**config.mk**
```make
export PLATFORM = sky130hd
export DESIGN_NAME = jt51_wr_arbiter_flat
export DESIGN_NICKNAME = d
export VERILOG_FILES = /design/src/rtl/jt51_wr_arbiter_if.sv /design/src/rtl/jt51_wr_arbiter.sv /design/src/flat_wrapper.sv
export SDC_FILE = /design/constraint.sdc
export NUM_CORES = 1
export LEC_CHECK = 0
export BUFFER_PORTS_ARGS = -buffer_cell sky130_fd_sc_hd__buf_2
export CORE_MARGIN = 4
export CORE_UTILIZATION = 52
export CTS_CLUSTER_DIAMETER = 30
export DETAILED_ROUTE_END_ITERATION = 10
export PLACE_DENSITY_LB_ADDON = 0.2
export SYNTH_ARGS = -nofsm -noshare
export SYNTH_HDL_FRONTEND = slang
export SYNTH_SLANG_ARGS = --single-unit
```
**constraint.sdc**
```tcl
create_clock -name clk -period 2.9 [get_ports clk]
set_input_delay 0.58 -clock clk [delete_from_list [all_inputs] [get_ports clk]]
set_output_delay 0.58 -clock clk [all_outputs]
set_load 0.02 [all_outputs]
```
**src/rtl/jt51_wr_arbiter_if.sv**
```systemverilog
// Bus bundle for jt51_wr_arbiter.
// Carries the two requester write channels, the jt51 write strobes and data bus,
// the jt51 status read, and the completion/error/idle status outputs.
//   slave  : the arbiter side (takes requests and busy status, drives the jt51 bus)
//   master : the environment side (requesters, jt51 model, status consumer)
interface jt51_wr_arbiter_if;
    // Requester 0 (init sequencer)
    logic       p0_valid;
    logic [7:0] p0_addr;
    logic [7:0] p0_data;
    logic       p0_ready;
    // Requester 1 (live trackball control)
    logic       p1_valid;
    logic [7:0] p1_addr;
    logic [7:0] p1_data;
    logic       p1_ready;
    // jt51 bus
    logic       cs_n;
    logic       wr_n;
    logic       a0;
    logic [7:0] d_in;
    logic [7:0] d_out;
    // Status
    logic       done;
    logic       done_port;
    logic       busy_err;
    logic       err_clr;
    logic       idle;

    modport slave (
        input  p0_valid, p0_addr, p0_data, p1_valid, p1_addr, p1_data, d_out, err_clr,
        output p0_ready, p1_ready, cs_n, wr_n, a0, d_in, done, done_port, busy_err, idle
    );

    modport master (
        output p0_valid, p0_addr, p0_data, p1_valid, p1_addr, p1_data, d_out, err_clr,
        input  p0_ready, p1_ready, cs_n, wr_n, a0, d_in, done, done_port, busy_err, idle
    );
endinterface

```
**src/rtl/jt51_wr_arbiter.sv**
```systemverilog
// Two-port round-robin write arbiter in front of a jt51 register interface.
// Each accepted request becomes an address write (a0=0) then a data write (a0=1),
// each preceded by a wait on the jt51 busy flag (d_out[7]) bounded by BUSY_TIMEOUT.
// Ports:
//   clk  - rising-edge system clock, shared with jt51
//   rst  - asynchronous active-high reset
//   bus  - jt51_wr_arbiter_if.slave: p0/p1 valid/addr/data/ready, cs_n/wr_n/a0/d_in,
//          d_out, done/done_port, busy_err/err_clr, idle
module jt51_wr_arbiter #(
    parameter int unsigned BUSY_TIMEOUT = 1023
) (
    input logic              clk,
    input logic              rst,
    jt51_wr_arbiter_if.slave bus
);

    localparam logic [15:0] TMO_LAST = 16'(BUSY_TIMEOUT - 1);

    typedef enum logic [3:0] {
        StIdle,
        StWaitA,
        StSetupA,
        StStrobeA,
        StHoldA,
        StWaitD,
        StSetupD,
        StStrobeD,
        StHoldD
    } state_e;

    state_e      state_q, state_d;
    logic [15:0] cnt_q, cnt_d;
    logic        last_q, last_d;
    logic        port_q, port_d;
    logic [7:0]  addr_q, addr_d;
    logic [7:0]  data_q, data_d;
    logic        strobe_n_q, strobe_n_d;
    logic        a0_q, a0_d;
    logic [7:0]  d_in_q, d_in_d;
    logic        done_q, done_d;
    logic        done_port_q, done_port_d;
    logic        err_q, err_d;
    logic        busy, in_idle, grant1, hs, err_set;
    logic        unused_d_out;

    assign unused_d_out = ^bus.d_out[6:0];
    assign busy         = bus.d_out[7];
    assign in_idle      = (state_q == StIdle);
    // Port 1 wins when it is the only requester, or on a tie when port 0 was served last.
    assign grant1       = bus.p1_valid & (~bus.p0_valid | ~last_q);
    assign hs           = in_idle & (bus.p0_valid | bus.p1_valid);

    assign bus.p0_ready  = in_idle & bus.p0_valid & ~grant1;
    assign bus.p1_ready  = in_idle & grant1;
    assign bus.cs_n      = strobe_n_q;
    assign bus.wr_n      = strobe_n_q;
    assign bus.a0        = a0_q;
    assign bus.d_in      = d_in_q;
    assign bus.done      = done_q;
    assign bus.done_port = done_port_q;
    assign bus.busy_err  = err_q;
    assign bus.idle      = in_idle;

    always_comb begin
        state_d     = state_q;
        cnt_d       = '0;  // holding zero outside WAIT states clears it on every entry
        last_d      = last_q;
        port_d      = port_q;
        addr_d      = addr_q;
        data_d      = data_q;
        done_d      = 1'b0;
        done_port_d = done_port_q;
        err_set     = 1'b0;

        case (state_q)
            StIdle: begin
                if (hs) begin
                    state_d = StWaitA;
                    port_d  = grant1;
                    addr_d  = grant1 ? bus.p1_addr : bus.p0_addr;
                    data_d  = grant1 ? bus.p1_data : bus.p0_data;
                end
            end
            StWaitA, StWaitD: begin
                if (busy && (cnt_q != TMO_LAST)) begin
                    cnt_d = cnt_q + 16'd1;
                end else begin
                    // Timeout: carry on as if jt51 were ready, but flag it.
                    state_d = (state_q == StWaitA) ? StSetupA : StSetupD;
                    err_set = busy;
                end
            end
            StSetupA:  state_d = StStrobeA;
            StStrobeA: state_d = StHoldA;
            StHoldA:   state_d = StWaitD;
            StSetupD:  state_d = StStrobeD;
            StStrobeD: state_d = StHoldD;
            StHoldD: begin
                state_d     = StIdle;
                done_d      = 1'b1;
                done_port_d = port_q;
                last_d      = port_q;
            end
            default:   state_d = StIdle;
        endcase

        // Bus outputs are registered from the next state so they line up with it.
        strobe_n_d = ~((state_d == StStrobeA) || (state_d == StStrobeD));
        a0_d       = a0_q;
        d_in_d     = d_in_q;
        if (state_d == StSetupA) begin
            a0_d   = 1'b0;
            d_in_d = addr_q;
        end else if (state_d == StSetupD) begin
            a0_d   = 1'b1;
            d_in_d = data_q;
        end

        err_d = err_set | (err_q & ~bus.err_clr);
    end

    always_ff @(posedge clk or posedge rst) begin
        if (rst) begin
            state_q     <= StIdle;
            cnt_q       <= '0;
            last_q      <= 1'b1;
            port_q      <= 1'b0;
            addr_q      <= '0;
            data_q      <= '0;
            strobe_n_q  <= 1'b1;
            a0_q        <= 1'b0;
            d_in_q      <= '0;
            done_q      <= 1'b0;
            done_port_q <= 1'b0;
            err_q       <= 1'b0;
        end else begin
            state_q     <= state_d;
            cnt_q       <= cnt_d;
            last_q      <= last_d;
            port_q      <= port_d;
            addr_q      <= addr_d;
            data_q      <= data_d;
            strobe_n_q  <= strobe_n_d;
            a0_q        <= a0_d;
            d_in_q      <= d_in_d;
            done_q      <= done_d;
            done_port_q <= done_port_d;
            err_q       <= err_d;
        end
    end

endmodule

```
**src/flat_wrapper.sv**
```systemverilog
// flat-port wrapper written by rule: the top's interface ports become plain ports
module jt51_wr_arbiter_flat 
#(
    parameter int unsigned BUSY_TIMEOUT = 1023
)
  (clk, rst, bus_p0_valid, bus_p0_addr, bus_p0_data, bus_p1_valid, bus_p1_addr, bus_p1_data, bus_d_out, bus_err_clr, bus_p0_ready, bus_p1_ready, bus_cs_n, bus_wr_n, bus_a0, bus_d_in, bus_done, bus_done_port, bus_busy_err, bus_idle);
  jt51_wr_arbiter_if bus_i ();
  input logic clk;
  input logic rst;
  input wire logic [$bits(bus_i.p0_valid)-1:0] bus_p0_valid;
  input wire logic [$bits(bus_i.p0_addr)-1:0] bus_p0_addr;
  input wire logic [$bits(bus_i.p0_data)-1:0] bus_p0_data;
  input wire logic [$bits(bus_i.p1_valid)-1:0] bus_p1_valid;
  input wire logic [$bits(bus_i.p1_addr)-1:0] bus_p1_addr;
  input wire logic [$bits(bus_i.p1_data)-1:0] bus_p1_data;
  input wire logic [$bits(bus_i.d_out)-1:0] bus_d_out;
  input wire logic [$bits(bus_i.err_clr)-1:0] bus_err_clr;
  output wire logic [$bits(bus_i.p0_ready)-1:0] bus_p0_ready;
  output wire logic [$bits(bus_i.p1_ready)-1:0] bus_p1_ready;
  output wire logic [$bits(bus_i.cs_n)-1:0] bus_cs_n;
  output wire logic [$bits(bus_i.wr_n)-1:0] bus_wr_n;
  output wire logic [$bits(bus_i.a0)-1:0] bus_a0;
  output wire logic [$bits(bus_i.d_in)-1:0] bus_d_in;
  output wire logic [$bits(bus_i.done)-1:0] bus_done;
  output wire logic [$bits(bus_i.done_port)-1:0] bus_done_port;
  output wire logic [$bits(bus_i.busy_err)-1:0] bus_busy_err;
  output wire logic [$bits(bus_i.idle)-1:0] bus_idle;
  assign bus_i.p0_valid = bus_p0_valid;
  assign bus_i.p0_addr = bus_p0_addr;
  assign bus_i.p0_data = bus_p0_data;
  assign bus_i.p1_valid = bus_p1_valid;
  assign bus_i.p1_addr = bus_p1_addr;
  assign bus_i.p1_data = bus_p1_data;
  assign bus_i.d_out = bus_d_out;
  assign bus_i.err_clr = bus_err_clr;
  assign bus_p0_ready = bus_i.p0_ready;
  assign bus_p1_ready = bus_i.p1_ready;
  assign bus_cs_n = bus_i.cs_n;
  assign bus_wr_n = bus_i.wr_n;
  assign bus_a0 = bus_i.a0;
  assign bus_d_in = bus_i.d_in;
  assign bus_done = bus_i.done;
  assign bus_done_port = bus_i.done_port;
  assign bus_busy_err = bus_i.busy_err;
  assign bus_idle = bus_i.idle;
  jt51_wr_arbiter #(.BUSY_TIMEOUT(BUSY_TIMEOUT)) u_core (.clk(clk), .rst(rst), .bus(bus_i));
endmodule
```
---- Word-level counts from Yosys, hierarchy flattened ----
Cells that the tools add are included.
storage, ports and cells
  flip-flop bits (word level) ............. 51
  output and inout bits ................... 17
operators by class
  $add $sub $neg .......................... 1
  eq/ne operators ......................... 13
  mux-type cells .......................... 15
  bitwise logic cells ..................... 14
  reduce and logical (&&, ||, !) cells .... 6
operators by type and width
  cell                                              number
  2-to-1 mux 16 bit                                 2
  2-to-1 mux 8 bit                                  4
  case mux 4 bit (7 select lines)                   1
  == test 4 x 3 -> 1 bit (second input constant)    6
  adder 16 x 1 -> 16 bit (second input constant)    1
  == test 4 x 2 -> 1 bit (second input constant)    4
  != test 16 x 10 -> 1 bit (second input constant)  1
  2-to-1 mux 4 bit                                  2
  bitwise AND 1 bit                                 6
  2-to-1 mux 1 bit                                  5
  NOT 1 bit                                         5
  == test 4 x 1 -> 1 bit (second input constant)    1
  == test 4 bit (second input constant)             1
  logical NOT 4 bit                                 1
  2-to-1 mux 3 bit                                  1
  bitwise OR 1 bit                                  3
  AND reduction 2 bit                               1
  nonzero test 2 bit                                1
  OR reduction 2 bit                                1
  logical AND 1 bit                                 1
  logical OR 1 bit                                  1

---- Longest topological paths before layout ----
  word-level depth ........................ 7
  mapped depth ............................ 7

---- Least setup slack after synthesis ----
OpenSTA, ideal clock, no wires.
  path kind ............................... flip-flop to output port
  from .................................... register u_core.state_q[3]
  to ...................................... output bus_p0_ready
  arrival time ............................ 1781 ps
  required time ........................... 2320 ps
  setup slack ............................. 539 ps
  stages on the path, launching flop included .. 5
  path buffers ............................ 1
  path through ............................ dfrtp_1 > clkbuf_1 > nor4_1 > nand2_1 > nor2_1
between the ends
  word-level cells in the longest chain between the ends .. 3
RTL lines
  element                          line                    source
  from (decl)                      jt51_wr_arbiter.sv:31   state_e state_q, state_d;
  from (signal assigned)           jt51_wr_arbiter.sv:124  state_q <= StIdle;
  from (signal assigned)           jt51_wr_arbiter.sv:137  state_q <= state_d;
  logical NOT 4 bit                jt51_wr_arbiter.sv:48   assign in_idle = (state_q == StIdle);
  via bus_idle                     flat_wrapper.sv:27      output wire logic [$bits(bus_i.idle)-1:0] bus_idle;
  bitwise AND 1 bit (2 in series)  jt51_wr_arbiter.sv:53   assign bus.p0_ready = in_idle & bus.p0_valid & ~grant1;
  to (decl)                        flat_wrapper.sv:18      output wire logic [$bits(bus_i.p0_ready)-1:0] bus_p0_ready;
The timed path passes the listed nets, and every way through them passes these cells.

---- Worst setup path in the final report ----
  from .................................... register u_core.cnt_q[10]
  to ...................................... register u_core.d_in_q[0] (netlist: u_core.bus.d_in[0])
between the ends
  word-level cells in the longest chain between the ends .. 6
  elaborated cells between the ends (all ways) .. 8
  classes of those cells .................. eq/ne: 3; mux: 3; reduce/logical: 2
RTL lines
  element                                                                  line                                            source
  from (decl)                                                              jt51_wr_arbiter.sv:32                           logic [15:0] cnt_q, cnt_d;
  from (signal assigned)                                                   jt51_wr_arbiter.sv:138                          cnt_q <= cnt_d;
  != test 16 x 10 -> 1 bit *                                               jt51_wr_arbiter.sv:85                           if (busy && (cnt_q != TMO_LAST)) begin
  logical AND 1 bit *                                                      jt51_wr_arbiter.sv:85
  2-to-1 mux 4 bit *                                                       jt51_wr_arbiter.sv:85
  case mux 4 bit (7 select lines) *                                        jt51_wr_arbiter.sv:75                           case (state_q)
  == test 4 x 2 -> 1 bit / == test 4 x 3 -> 1 bit (equally long branches)  jt51_wr_arbiter.sv:111, jt51_wr_arbiter.sv:114
  2-to-1 mux 8 bit / nonzero test 2 bit (equally long branches)            -
  to (signal assigned)                                                     jt51_wr_arbiter.sv:145                          d_in_q <= d_in_d;
  to (decl)                                                                jt51_wr_arbiter.sv:39                           logic [7:0] d_in_q, d_in_d;
Mark *: on every way between the ends. The rest lies on a longest branch, timed or not.
A chain may end at the register's enable or synchronous reset.

==> impl_metrics.csv <==
group,metric,value,unit
timing,tightest_slew,1.11,ns
worst_setup_path,critical_path.top_delay_family,"simple AND/OR/NAND/NOR gates",
cells_and_area,drive_above_1_share,0.270,
clock_tree,clockBufferDepth,2,
cells_and_area,instances_no_fill,333,
yosys,syn-num-nets,270,
routing,drt_wl_total,4.25,mm
floorplanning,initial_utilization,0.539,
global_route,antenna_found_initial,0,
timing,setup_ws,0.541,ns
yosys,synth.top_cell.area_share,0.522,
worst_setup_path,crit_arrival,2.58,ns
worst_setup_path,cp_slowest_stage_delay,0.55,ns
worst_setup_path,worstPathRequired,3.12,ns
clock_tree,cts_resized,0,
worst_setup_path,reg2reg_slack,0.54,ns
yosys,synth_area_per_cell,10.5,µm²
routing,via_per_inst,5.18,
worst_setup_path,worst-path-buf-inv,1,
placed_design,dp_hpwl,3.19,mm
worst_setup_path,cp_num_cells,5,
worst_setup_path,path_cells,"or4_1 > or4_4 > a21boi_2 > buf_4 > mux2i_1",
clock_tree,cts_setup_buffers,0,
job,drv_cap,0,
floorplanning,die-area,5660,µm²
power_and_ir_drop,powerDensity,871,nW/µm²
timing,whs,0.318,ns
yosys,synth_seq_cells,51,
timing,hold_viol,0,
floorplanning,die_height,75.2,µm
global_route,grt_max_degree,35,
clock_tree,ctsHoldBuffers,0,
placed_design,place.gp.congestion,0.838,
timing,fmax,424,MHz
yosys,ys_async_sr_fraction,1.00,
timing,relSlewSlack,0.263,
timing,rsz0062_at_grt,"false",
global_route,grt_pass1_vias,1686,
yosys,synth_edf_count,0,
worst_setup_path,r2r-end,"u_core.bus.d_in[0]",
power_and_ir_drop,p_leak,1.33,nW
worst_setup_path,worstSetupPathType,"register to register",
timing,setup_viol_count_final,0,
routing,drtIter0Drc,43,
yosys,yosysUniqueCellTypes,36,
global_route,grt_pass1_wl,7.24,mm
worst_setup_path,crit_path_start,"u_core.cnt_q[10]",
global_route,grt.overflow.total,0,
hold_path,hp-class,"input port to asynchronous set/reset pin",
floorplanning,rows,24,
routing,routedWlPerCell,12.8,µm
timing,final.min_clock_period,2.36,ns
clock_tree,clkSinkCount,51,
power_and_ir_drop,finalPower,0.00243,W
clock_tree,numCtsBuffers,5,
timing,slew_violations,0,
timing,fin_skew,0.00777,ns
placed_design,pre_cts_ws,0.528,ns
yosys,yosysMostFrequentCell,"dfrtp_1",
timing,finalCritPeriodShare,0.814,
routing,vias,1724,
power_and_ir_drop,irDropWorstVdd,0.382,mV
cells_and_area,fill_cells,355,
cells_and_area,antenna_cells,0,
yosys,syn_inst,223,
yosys,ys_seq_area_frac,0.544,
yosys,yosys-top-cells-area,"dfrtp_1, mux2i_1, xnor2_1",
worst_setup_path,end_kind,"register",
timing,finalSetupTns,0,ns
yosys,synth_commonest_cells,"dfrtp_1, mux2i_1, nand2_1",
routing,first_pass_iters,4,
clock_tree,cts_root_buf,"clkbuf_8",
status,status,"finished, final reports clean",
clock_tree,cts_tree,"built",
clock_tree,clk-insertion-delay-late,0.30,ns
clock_tree,clkTransAtPathRegs,0.09,ns
yosys,yosys_warnings,0,
routing,ant_nets,0,
cells_and_area,syn_to_final_growth,18.8,%
yosys,synth-main-ff-cell,"dfrtp_1",
worst_setup_path,cp-endpoint,"u_core.bus.d_in[0]",
floorplanning,die_x,75.2,µm
worst_setup_path,worstRegToRegCells,5,
placed_design,io_buffers,54,
worst_setup_path,reg2reg_from,"u_core.cnt_q[10]",
placed_design,dpl.cell_count,325,
global_route,grt_usage,0.168,
worst_setup_path,crit_slowest_cell,"or4_4",
floorplanning,core-area,4350,µm²
yosys,yosys.area.top_type,"dfrtp_1",
yosys,netlist_area,2350,µm²
cells_and_area,num-nets-final,327,
floorplanning,ios,62,
routing,drc,0,
worst_setup_path,critPathMaxFanout,7,
clock_tree,htree_levels,2,
worst_setup_path,start_kind,"register",
## routing by layer
layer | GRT usage | part of all wire | vias up
li1 | - | - | 876
met3 | 0.0374 | 0.061 | 4
met5 | 0 | 0 | -
met1 | 0.210 | 0.47 | 796
met2 | 0.285 | 0.46 | 48
met4 | 0.0621 | 0.011 | 0
## registers in the layout (all words and copies together), names as in the netlist, 4 cells and up
register / cells
u_core.addr_q: 8
u_core.bus.d_in: 8
u_core.cnt_q: 16
u_core.data_q: 8
u_core.state_q: 4
## worst register-to-register path, delay by kind of cell, from the launching register on
| kind | cells | cell delay (ns) |
|---|---|---|
| AOI/OAI and AO/OA | 1 | 0.33 |
| DFF | 1 | 0.42 |
| buffers and inverters | 1 | 0.26 |
| muxes | 1 | 0.21 |
| and+or+nand+nor | 2 | 1.08 |
## cells in the final DEF, fill, tap and decap left out
master,Yosys,final
nor4_1,4,4
xor2_1,4,4
buf_2,1,54
mux2i_1,24,24
dfrtp_1,49,49
o21ai_0,16,16
a31oi_1,1,1
or4_1,1,1
and2_1,1,1
clkbuf_8,0,5
and4_1,1,1
nand2_1,24,24
nor3b_1,1,1
nor2_1,21,21
dfstp_2,2,2
nor3_1,5,5
ha_1,2,2
o22ai_1,9,9
or4_4,1,1
a21oi_1,1,1
a21o_1,2,2
o21bai_1,1,1
xnor2_1,11,11
mux2_2,2,2
o21ai_2,0,1
inv_2,0,1
a21boi_2,1,2
nand4_1,4,4
nand4bb_1,1,1
buf_4,2,6
mux2_4,1,1
nand3_1,6,6
bufinv_16,0,1
clkbuf_1,5,2
nor4b_1,1,1
inv_1,14,13
## stage by stage
step	utilization	area, µm²
after global routing	0.641	2790
final	0.641	2790
after global placement	0.616	2680
after floorplan	-	2350
after CTS	0.641	2790
after detailed placement	0.616	2680
## how the worst min path moves through the flow
| stage | start | endpoint | slack, ns | cells past startpoint |
|---|---|---|---|---|
| finish | rst | u_core.bus.busy_err | 0.32 | 3 |
| global route | rst | u_core.addr_q[4] | 0.35 | 3 |
| detailed placement | u_core.addr_q[7] | u_core.addr_q[7] | 0.47 | 2 |
| global placement | u_core.addr_q[3] | u_core.addr_q[3] | 0.46 | 2 |
| CTS | rst | u_core.addr_q[5] | 0.33 | 3 |
| floorplan | u_core.data_q[0] | u_core.data_q[0] | 0.45 | 2 |
## report_power, final
| part | total [W] | internal (W) | switching, W |
|---|---|---|---|
| clock | 0.000476 | 0.000258 | 0.000217 |
| sequential | 0.00109 | 0.000947 | 0.000147 |
| combinational | 0.000858 | 0.000348 | 0.000510 |
## cells by family (layout without fill, tap and decap cells)
| family | count (synthesis) | after routing | synth area share |
|---|---|---|---|
| buffers and inverters | 24 | 82 | 0.0453 |
| and+or+nand+nor | 71 | 71 | 0.143 |
| adders and majority gates | 2 | 2 | 0.0107 |
| AOI/OAI and AO/OA | 33 | 33 | 0.0826 |
| DFF | 51 | 51 | 0.544 |
| xor gates and xnor gates | 15 | 15 | 0.0559 |
| muxes | 27 | 27 | 0.118 |
## area by class of cell
cell class | instances | area [µm²] | area share
multi-input combinational | 148 | 971 | 0.348
timing repair buffer | 60 | 315 | 0.113
clock buffer | 7 | 76.3 | 0.0274
clock inverter | 1 | 30.0 | 0.0108
sequential | 51 | 1280 | 0.459
tap | 52 | 65.1 | 0.0233
inverter | 14 | 52.6 | 0.0188
Note: power is estimated with default switching activity, not from simulation.
